## src/rtl/cardinal_mon_pkg.sv

```systemverilog
// Shared types and helpers for the Cardinal run monitor.
//   mon_state_e       : run/dump controller states
//   HALT_INST_DEFAULT : instruction value that marks program end
//   clog2_min1()      : index width helper, never returns 0
package cardinal_mon_pkg;

    typedef enum logic [2:0] {
        ST_IDLE,
        ST_RUN,
        ST_FLUSH,
        ST_RD,
        ST_CAP,
        ST_OUT,
        ST_DONE
    } mon_state_e;

    localparam logic [31:0] HALT_INST_DEFAULT = 32'h0;

    // A single node still needs a 1-bit index port.
    function automatic int unsigned clog2_min1(input int unsigned n);
        return (n <= 2) ? 1 : $clog2(n);
    endfunction

endpackage

```

## src/rtl/cardinal_run_monitor_run_counter.sv

```systemverilog
// Per-node run-length counter.
//   clear   : zero count and done flag (new run armed)
//   enable  : controller is in RUN
//   halt    : node fetched the halt instruction this cycle
//   freeze  : run ended by timeout, stop counting
//   count   : cycles run so far, saturating at all-ones
//   done    : node has halted; count frozen from then on
module cardinal_run_monitor_run_counter #(
    parameter int CNT_W = 32
) (
    input  logic             Clock,
    input  logic             Reset,
    input  logic             clear,
    input  logic             enable,
    input  logic             halt,
    input  logic             freeze,
    output logic [CNT_W-1:0] count,
    output logic             done
);

    logic [CNT_W-1:0] count_q, count_d;
    logic             done_q, done_d;

    always_comb begin
        count_d = count_q;
        done_d  = done_q;
        if (clear) begin
            count_d = '0;
            done_d  = 1'b0;
        end else if (enable && !done_q && !freeze) begin
            // The halt cycle itself is counted.
            if (count_q != '1)
                count_d = count_q + 1'b1;
            if (halt)
                done_d = 1'b1;
        end
    end

    always_ff @(posedge Clock) begin
        if (Reset) begin
            count_q <= '0;
            done_q  <= 1'b0;
        end else begin
            count_q <= count_d;
            done_q  <= done_d;
        end
    end

    assign count = count_q;
    assign done  = done_q;

endmodule

```

## src/rtl/cardinal_run_monitor.sv

```systemverilog
// Run controller for a multi-node Cardinal array: counts cycles per node
// until each fetches the halt instruction, waits a flush interval, then
// walks every node's dmem through a read side-port and streams the words.
//   start                  : arm a run (IDLE/DONE only)
//   node_inst              : per-node instruction bus, node 0 in LSBs
//   dump_mem_en/node/addr  : dmem side-port read request
//   dump_rd_data           : per-node dmem read data, one cycle after request
//   out_valid/ready/node/addr/data : dump word stream
//   cycle_count, node_done : per-node run length and halt flags
//   busy, timeout          : controller active; run ended by MAX_CYCLES
module cardinal_run_monitor
    import cardinal_mon_pkg::*;
#(
    parameter int                NODES        = 4,
    parameter int                INST_W       = 32,
    parameter int                ADDR_W       = 8,
    parameter int                DATA_W       = 64,
    parameter int                DUMP_DEPTH   = 128,
    parameter int                FLUSH_CYCLES = 5,
    parameter int                CNT_W        = 32,
    parameter int                MAX_CYCLES   = 0,
    parameter logic [INST_W-1:0] HALT_INST    = INST_W'(HALT_INST_DEFAULT),
    localparam int               NODE_W       = clog2_min1(NODES)
) (
    input  logic                           Clock,
    input  logic                           Reset,
    input  logic                           start,
    input  logic [NODES-1:0][INST_W-1:0]   node_inst,
    output logic                           dump_mem_en,
    output logic [NODE_W-1:0]              dump_node,
    output logic [ADDR_W-1:0]              dump_addr,
    input  logic [NODES-1:0][DATA_W-1:0]   dump_rd_data,
    output logic                           out_valid,
    input  logic                           out_ready,
    output logic [NODE_W-1:0]              out_node,
    output logic [ADDR_W-1:0]              out_addr,
    output logic [DATA_W-1:0]              out_data,
    output logic [NODES-1:0][CNT_W-1:0]    cycle_count,
    output logic [NODES-1:0]               node_done,
    output logic                           busy,
    output logic                           timeout
);

    localparam int FL_W = clog2_min1(FLUSH_CYCLES);

    mon_state_e        state_q, state_d;
    logic [FL_W-1:0]   flush_q, flush_d;
    logic [CNT_W-1:0]  run_cnt_q, run_cnt_d;
    logic [NODE_W-1:0] node_q, node_d;
    logic [ADDR_W-1:0] addr_q, addr_d;
    logic [DATA_W-1:0] data_q, data_d;
    logic              timeout_q, timeout_d;

    logic [NODES-1:0]  halt_vec;
    logic              run_clear;
    logic              run_en;
    logic              all_done_next;

    always_comb begin
        for (int n = 0; n < NODES; n++)
            halt_vec[n] = (node_inst[n] == HALT_INST);
    end

    assign run_clear     = start && (state_q == ST_IDLE || state_q == ST_DONE);
    assign run_en        = (state_q == ST_RUN);
    // Done after this cycle's updates; lets all-done beat a same-cycle timeout.
    assign all_done_next = &(node_done | halt_vec);

    for (genvar n = 0; n < NODES; n++) begin : g_node
        cardinal_run_monitor_run_counter #(
            .CNT_W (CNT_W)
        ) u_run_counter (
            .Clock  (Clock),
            .Reset  (Reset),
            .clear  (run_clear),
            .enable (run_en),
            .halt   (halt_vec[n]),
            .freeze (timeout_q),
            .count  (cycle_count[n]),
            .done   (node_done[n])
        );
    end

    always_comb begin
        state_d   = state_q;
        flush_d   = flush_q;
        run_cnt_d = run_cnt_q;
        node_d    = node_q;
        addr_d    = addr_q;
        data_d    = data_q;
        timeout_d = timeout_q;
        case (state_q)
            ST_IDLE, ST_DONE: begin
                if (start) begin
                    state_d   = ST_RUN;
                    run_cnt_d = '0;
                    timeout_d = 1'b0;
                    node_d    = '0;
                    addr_d    = '0;
                end
            end
            ST_RUN: begin
                if (run_cnt_q != '1)
                    run_cnt_d = run_cnt_q + 1'b1;
                if (all_done_next) begin
                    state_d = ST_FLUSH;
                    flush_d = '0;
                end else if (MAX_CYCLES != 0 && run_cnt_q == CNT_W'(MAX_CYCLES - 1)) begin
                    // This cycle is the MAX_CYCLES-th of the run.
                    timeout_d = 1'b1;
                    state_d   = ST_FLUSH;
                    flush_d   = '0;
                end
            end
            ST_FLUSH: begin
                if (flush_q == FL_W'(FLUSH_CYCLES - 1))
                    state_d = ST_RD;
                else
                    flush_d = flush_q + 1'b1;
            end
            ST_RD:  state_d = ST_CAP;
            ST_CAP: begin
                data_d  = dump_rd_data[node_q];
                state_d = ST_OUT;
            end
            ST_OUT: begin
                if (out_ready) begin
                    state_d = ST_RD;
                    if (addr_q == ADDR_W'(DUMP_DEPTH - 1)) begin
                        addr_d = '0;
                        if (node_q == NODE_W'(NODES - 1)) begin
                            node_d  = '0;
                            state_d = ST_DONE;
                        end else begin
                            node_d = node_q + 1'b1;
                        end
                    end else begin
                        addr_d = addr_q + 1'b1;
                    end
                end
            end
            default: state_d = ST_IDLE;
        endcase
    end

    always_ff @(posedge Clock) begin
        if (Reset) begin
            state_q   <= ST_IDLE;
            flush_q   <= '0;
            run_cnt_q <= '0;
            node_q    <= '0;
            addr_q    <= '0;
            data_q    <= '0;
            timeout_q <= 1'b0;
        end else begin
            state_q   <= state_d;
            flush_q   <= flush_d;
            run_cnt_q <= run_cnt_d;
            node_q    <= node_d;
            addr_q    <= addr_d;
            data_q    <= data_d;
            timeout_q <= timeout_d;
        end
    end

    // node/addr only move on an accepted word, so they serve both the read
    // request and the held output word.
    assign dump_mem_en = (state_q == ST_RD);
    assign dump_node   = node_q;
    assign dump_addr   = addr_q;
    assign out_valid   = (state_q == ST_OUT);
    assign out_node    = node_q;
    assign out_addr    = addr_q;
    assign out_data    = data_q;
    assign busy        = (state_q != ST_IDLE) && (state_q != ST_DONE);
    assign timeout     = timeout_q;

endmodule

```

## config.mk

```make
export PLATFORM = sky130hd
export DESIGN_NAME = cardinal_run_monitor
export DESIGN_NICKNAME = d
export VERILOG_FILES = /design/src/rtl/cardinal_mon_pkg.sv /design/src/rtl/cardinal_run_monitor_run_counter.sv /design/src/rtl/cardinal_run_monitor.sv
export SDC_FILE = /design/constraint.sdc
export NUM_CORES = 1
export LEC_CHECK = 0
export CORE_AREA = 2 2 235 237
export DETAILED_ROUTE_END_ITERATION = 16
export DIE_AREA = 0 0 237 239
export DONT_BUFFER_PORTS = 1
export SYNTH_ARGS = -nofsm -noshare
export SYNTH_HDL_FRONTEND = slang
export SYNTH_SLANG_ARGS = --single-unit
```

## constraint.sdc

```tcl
create_clock -name Clock -period 3.2 [get_ports Clock]
set_clock_uncertainty 0.2 [all_clocks]
set_input_delay 0.96 -clock Clock [delete_from_list [all_inputs] [get_ports Clock]]
set_output_delay 0.96 -clock Clock [all_outputs]
set_load 0.02 [all_outputs]
```

# After elaboration in Yosys (flattened, before gate mapping)

Index checks and enable logic that the tools add are counted.
Widths: inputs -> output; s select.

Output and inout port bits: 220
Bits of input ports: 388
Register bits after elaboration: 212

Order comparisons: 1
Muxes and demuxes: 21
Equal/unequal tests: 20
Add/sub/neg operators: 7
Bitwise gates (word level): 1
Reduce and logical (&&, ||, !) cells: 34

Operators with widths:

| operator              | count |
|---|---|
| $add 32x1->32 const B | 4 |
| $bmux 64 s2           | 1 |
| $logic_not 32->1      | 4 |
| $ne 32x32->1 const B  | 4 |
| $mux 64               | 1 |
| $mux 3                | 8 |
| $mux 8                | 3 |
| $pmux 3 s6            | 1 |
| $pmux 8 s2            | 1 |
| $reduce_and 2->1      | 8 |
| $eq 3x3->1 const B    | 4 |
| $reduce_and 4->1      | 3 |
| $add 8x1->8 const B   | 1 |
| $eq 8x7->1 const B    | 1 |
| $mux 2                | 4 |
| $ne 2x2->1 const B    | 4 |
| $eq 3x2->1 const B    | 2 |
| $logic_and 1x1->1     | 6 |
| $pmux 3 s2            | 1 |
| $reduce_and 3->1      | 2 |
| $logic_not 1->1       | 4 |
| $ne 2x1->1 const B    | 2 |
| $or 4x4->4            | 1 |
| $pmux 2 s2            | 1 |
| 11 further kinds      | 13 |

# Longest topological paths before layout

Gate-level depths: netlist of run 1.

Word-level depth: 5
Depth in mapped cells: 8
Depth with buffers taken out: 6

# Hierarchy

Synthesis of run 1 repeated with hierarchy kept, for this count alone.

Cell total of the unflattened synthesis: 1396
Area, all modules: 12135.4 µm²

By module, submodules not included:

| module                                                          | area each (µm²) | instances | cells each | sequential area each (µm²) |
|---|---|---|---|---|
| cardinal_run_monitor_run_counter at g_node[0].u_run_counter ... | 1783.0          | 3         | 218        | 660.6 |
| cardinal_run_monitor                                            | 5029.8          | 1         | 527        | 1601.5 |
| cardinal_run_monitor_run_counter at g_node[3].u_run_counter     | 1756.7          | 1         | 215        | 660.6 |

# Worst setup path after synthesis of run 1

OpenSTA, ideal clock, no wires.

Path type: input -> register
Start: input port start
End: register addr_q[2] (netlist: dump_addr[2])
Stages on the path: 7
Data arrival time: 2.302 ns
Slack: 0.570 ns
Cell sequence: nor2b_1 > nand2_1 > nand2_1 > clkbuf_1 > clkbuf_1 > clkbuf_1 > nor2_1

Cells in the longest elaborated chain, start to end: 2

Ends and longest elaborated chain:

| item                       | line                        | text |
|---|---|---|
| start: declaration         | cardinal_run_monitor.sv:27  | `input logic start,` |
| $ne 2x2->1 (no line)       | -                           |  |
| $reduce_and 3->1 (no line) | -                           |  |
| end signal: assignment     | cardinal_run_monitor.sv:160 | `addr_q <= addr_d;` |
| end: declaration           | cardinal_run_monitor.sv:50  | `logic [ADDR_W-1:0] addr_q, addr_d;` |

No other way between the ends.
A chain may end at the register's enable or synchronous reset.

# Final worst setup path of run 1

Start: register state_q[2]
End: output port out_valid

Cells in the longest elaborated chain, start to end: 1

Ends and longest elaborated chain:

| item                     | line                        | text |
|---|---|---|
| start: declaration       | cardinal_run_monitor.sv:46  | `mon_state_e state_q, state_d;` |
| start signal: assignment | cardinal_run_monitor.sv:156 | `state_q <= state_d;` |
| $eq 3x3->1               | cardinal_run_monitor.sv:171 | `assign out_valid = (state_q == ST_OUT);` |
| end: declaration         | cardinal_run_monitor.sv:33  | `output logic out_valid,` |

No other way between the ends.

==> results of run 1 <==
==> cells in the final DEF, fill, tap and decap left out, drive strengths merged, types with 5 or more instances in the layout <==
cell       n
or3       36
and4      19
dfxtp    212
a2111oi    9
mux2i      5
nand4     53
buf       58
and2       7
nor2      72
nor4b      5
diode     16
nor3      15
clkinv     7
o21ai     39
ha         8
nor4      61
clkbuf    37
o21bai     5
and3      11
mux4      64
nand3     52
o21a       6
a211oi     6
xnor2     37
xor2       6
a21oi    147
or4       48
nand2    201
inv       21
o31ai     42
nand2b     9
o211ai    10
==> worst register-to-register path, delay by kind of cell, from the launching register on <==
kind | cells | cell delay (ps)
buffers and inverters | 1 | 260
flip-flops | 1 | 540
AND/OR/NAND/NOR | 5 | 1770
==> sequential cells by signal, indices dropped and copies added, names as in the netlist <==
name / count
dump_node: 2
g_node.u_run_counter.count: 128
dump_addr: 8
g_node.u_run_counter.done: 4
out_data: 64
flush_q: 3
state_q: 3
==> power by group <==
part	internal (mW)	switching [mW]
sequential	2.69	0.117
clock	1.80	1.32
combinational	0.225	0.399
==> metal layers <==
layer	wire length [um]	share of wire [%]
met5	158	0.29
met4	1910	3.5
met3	7400	14
met2	24100	45
met1	20500	38
==> synthesized netlist by cell type, types with 37 or more instances <==
library cell / number
a21oi_1: 147
xnor2_1: 37
nand4_1: 53
dfxtp_1: 212
nor2_1: 72
nand2_1: 201
o31ai_1: 42
mux4_2: 64
or4_1: 48
nor4_1: 59
o21ai_0: 38
nand3_1: 52
clkbuf_1: 70
==> kinds of logic after synthesis <==
| logic type | Yosys count | synth area share, % |
|---|---|---|
| AND/OR/NAND/NOR | 602 | 27.1 |
| AO/OA/AOI/OAI | 290 | 15.2 |
| multiplexers | 69 | 12.8 |
| other | 1 | 0.0321 |
| adder cells (fa/ha/maj) | 8 | 0.856 |
| flip-flops | 212 | 36.3 |
| XOR/XNOR | 43 | 3.22 |
| buffers and inverters | 120 | 4.50 |
==> layout make-up <==
cell class	instances	area, um2
Antenna cell	16	40.0
Fill cell	5822	40800
Tap cell	704	881
Sequential cell	212	4250
Inverter	19	71.3
Clock inverter	13	103
Multi-Input combinational cell	1013	6960
Clock buffer	37	786
Timing Repair Buffer	58	473
==> how the worst max path moves through the flow <==
stage / from / depth (start not counted) / end
after detailed placement: start / 6 / g_node[0].u_run_counter.count[0]$_SDFFE_PP0P_
after CTS: state_q[2]$_SDFFE_PP0P_ / 3 / out_valid
after global placement: node_inst[90] / 5 / state_q[0]$_SDFFE_PP0P_
final: state_q[2]$_SDFFE_PP0P_ / 3 / out_valid
after floorplan: start / 7 / dump_addr[2]$_SDFFE_PP0P_
after global routing: state_q[2]$_SDFFE_PP0P_ / 3 / out_valid
==> stage by stage <==
stage               worst slack [ps]  utilization (%)  hold slack, ps  area, um2
finish                           196             25.0             259      13600
floorplan                        570                -             283      11700
global route                    37.0             24.9             234      13600
detailed placement               324             23.3             346      12600
CTS                              111             24.9             225      13500
global placement                 313             23.3             326      12600
==> qor.yml, run 1 <==
final_nets: 1728
hold_path_class: "in -> reg"
cts.clk_slew.worst_paths_ps: 60
yosys.area.top_type: "dfxtp_1"
fin_cells: 2072
htreeDepth: 1
tns_ps: 0
ant_nets: 0
grt_util_met1_pct: 21.0
synth_top_area_share_pct: 36.3
dp_hpwl_mm: 43.9
synth_top_cells_by_area: "dfxtp_1 (36%), mux4_2 (12%), nand2_1 (6.5%), a21oi_1 (6.3%), nor4_1 (3.2%)"
placedCellCount: 2006
rows: 86
finalCritPeriodShare_pct: 93.9
r2r_start: "g_node[3].u_run_counter.count[9]$_SDFFE_PP0P_"
critPathSlowestCell: "and2_1"
crit_chain: "buf_4 > nor2b_1 > and2_1"
status: "finished clean"
min_to: "out_data[47]$_SDFFE_PP0P_"
use_met3_pct: 9.78
drt_iter0_drc: 695
die_w_um: 237
top_usage_layer: "met2"
drive_gt1_share_pct: 14.1
period_minus_slack_ps: 3000
critPathBufInv: 1
setup_viol_count_final: 0
async_flop_share_pct: 0
clock_sink_count: 212
yosysUniqueCellTypes: 60
vdd_ir_drop_max_uv: 357
synth-seq-cells: 212
power.density_mw_per_mm2: 483
start_util_pct: 21.5
ys_warn_count: 0
fp.dieArea_mm2: 0.0566
worstRegToRegCells: 6
setup.worst_path.start_class: "flip-flop"
clk-insertion-delay-late_ps: 570
first_pass_iters: 7
grt_pass1_wl_mm: 75.0
syn_area_mm2: 0.0117
synthFlopType: "dfxtp_1"
syn_area_per_cell_um2: 8.69
worstPathMaxFanout: 16
maxCapViolations: 0
syn_nets: 1741
area_delta_synth_final_pct: 16.0
drt-vias-per-instance: 5.46
tightest_slew_ps: 821
grt_max_degree: 77
fmax_mhz: 333
gp_congestion: 1.09
post-cts-setup-buffer-count: 0
p_leak_nw: 3.85
finalMaxSlewViolations: 0
r2r_slack_ps: 360
cts_tree: "done"
postCtsHoldBufs: 0
clock_path_buffers: 3
min-delay-start: "Reset"
ys_seq_area_share_pct: 36.3
drt-wirelength-per-cell_um: 26.1
cts-root-buf: "clkbuf_16"
grt_pass1_vias: 10681
cts_resized: 0
die_h_um: 239
syn_inst: 1345
critPathCaptureType: "output port"
synth_edf_count: 0
use_met2_pct: 28.1
cp.required_ps: 2040
io_buffers: 0
totalWireLength_mm: 54.1
worstSetupPathType: "reg -> out"
worstHoldPathCells: 1
grt_use_total_pct: 18.1
reg2reg_to: "g_node[3].u_run_counter.count[23]$_SDFFE_PP0P_"
crit_arrival_ps: 1840
post-route-drc-count: 0
antenna_found_initial: 36
finalHoldViolCount: 0
critical_path.max_stage_delay_ps: 420
grt_setup_unrepaired: "no"
io-pin-count: 608
cts_buffers: 28
overflow: 0
core_area_mm2: 0.0543
relSlewSlack_pct: 45.0
cpLargestDelayFamily: "simple AND/OR/NAND/NOR gates"
power.total_mw: 6.55
vias: 11316
No activity file was read; power rests on OpenSTA's default activity.
==> run 2: changes to the inputs <==
- HOLD_SLACK_MARGIN: default -> 0.15
==> results of run 2 <==
The final DEF is identical to that of run 1; final timing and power are the same.
==> run 3: changes to the inputs <==
--- a/constraint.sdc
+++ b/constraint.sdc
@@ -3,3 +3,3 @@
 set_input_delay 0.96 -clock Clock [delete_from_list [all_inputs] [get_ports Clock]]
 set_output_delay 0.96 -clock Clock [all_outputs]
-set_load 0.02 [all_outputs]
+set_load 0.005 [all_outputs]
==> run 3 against run 2 <==
Compared with the run above: non-clock buffer count down 10; largest cell class unchanged; critical path depth did not move; utilization is 0.067 points lower; worst hold slack got worse by 7.1 ps; clock-buffer cell count unchanged; clock power increased by 2%; first-iteration DRC count down 11%; die area unchanged; flip-flop and latch count did not move; sequential power about the same.
==> qor.yml, run 3 (synthesis results as in run 1) <==
cp.required_ps: 2040
finalCritPeriodShare_pct: 91.6
grt_pass1_wl_mm: 75.4
setup.worst_path.start_class: "flip-flop"
drive_gt1_share_pct: 13.5
tns_ps: 0
die_h_um: 239
post-route-drc-count: 0
fin_cells: 2059
fmax_mhz: 341
cts.clk_slew.worst_paths_ps: 60
ant_nets: 0
vdd_ir_drop_max_uv: 357
p_leak_nw: 3.81
io-pin-count: 608
most-common-layout-cells: "dfxtp_1 (209), nand2_1 (200), a21oi_1 (146)"
start_util_pct: 21.5
crit_arrival_ps: 1770
postCtsHoldBufs: 0
hold_ws_ps: 252
critPathCaptureType: "output port"
clk-insertion-delay-late_ps: 580
cts_buffers: 27
fillers: 5824
grt_pass1_vias: 10695
cts_resized: 0
drt-wirelength-per-cell_um: 26.4
final_common_cell: "dfxtp_1"
final_nets: 1717
multi_input_area_mm2: 0.00696
overflow: 0
place_area_mm2: 0.0126
crit_chain: "buf_4 > xnor2_1 > nand2b_1"
placedCellCount: 1996
clock_path_buffers: 3
vias: 11193
htreeDepth: 1
drt_iter0_drc: 618
seq_area_mm2: 0.00425
worstSetupPathType: "reg -> out"
period_minus_slack_ps: 2930
critical_path.max_stage_delay_ps: 380
tightest_slew_ps: 933
setup_viol_count_final: 0
power.total_mw: 6.56
fin_area_mm2: 0.0135
finalMaxSlewViolations: 0
rows: 86
largest_reg_flops: 128
fp.dieArea_mm2: 0.0566
gp_congestion: 1.10
relSlewSlack_pct: 37.2
grt_setup_unrepaired: "no"
dp_hpwl_mm: 44.2
grt_max_degree: 77
hold_path_class: "in -> reg"
drt-vias-per-instance: 5.44
antenna_found_initial: 28
totalWireLength_mm: 54.3
area_delta_synth_final_pct: 15.7
status: "finished clean"
first_pass_iters: 5
io_buffers: 0
cts_tree: "done"
grt_use_total_pct: 18.2
die_w_um: 237
clock_sink_count: 212
finalHoldViolCount: 0
maxCapViolations: 0
cts-root-buf: "clkbuf_16"
post-cts-setup-buffer-count: 0
core_area_mm2: 0.0543
critPathSlowestCell: "dfxtp_2"
r2r_slack_ps: 350
power.density_mw_per_mm2: 485
worstPathMaxFanout: 11
## run 3: where the power goes
part	total, mW	switching (mW)	internal (mW)
Clock	3.18	1.34	1.84
Sequential	2.78	0.0882	2.69
Combinational	0.606	0.372	0.233
## run 3: critical path: cells and delay by family (launching register included)
kind          cells  cell delay (ps)
simple gates      1              270
buf+inv           1              190
xor+xnor          1              340
flops             1              380
## run 3: worst paths after layout
kind	from	to	cells after the start
worst max register to register	g_node[1].u_run_counter.count[27]$_SDFFE_PP0P_	g_node[1].u_run_counter.count[1]$_SDFFE_PP0P_	6
worst min register to register	out_data[54]$_SDFFE_PP0P_	out_data[54]$_SDFFE_PP0P_	2
worst max-delay path	state_q[2]$_SDFFE_PP0P_	busy	3
worst min-delay path	Reset	out_data[50]$_SDFFE_PP0P_	1
## run 3: layout make-up
cell class | count | area share, %
multi-input combinational | 1013 | 51.4
sequential | 212 | 31.4
tap | 704 | 6.51
clock buffer | 37 | 5.64
timing repair buffer | 48 | 3.13
clock inverter | 12 | 1.05
inverter | 19 | 0.527
antenna | 14 | 0.259
## run 3: per-stage QoR
stage / utilization [%] / setup WS [ps]
after floorplan: - / 570
after global placement: 23.2 / 156
after detailed placement: 23.2 / 231
after CTS: 24.8 / 88.8
after global routing: 24.9 / 88.5
final: 24.9 / 269
## run 3: metal layers
layer | GRT usage (%) | vias up | part of all wire (%)
met3 | 10.9 | 113 | 15
met1 | 20.2 | 5427 | 37
met2 | 28.9 | 572 | 45
li1 | - | 5075 | -
met5 | 0.779 | - | 0.070
met4 | 6.02 | 6 | 3.3
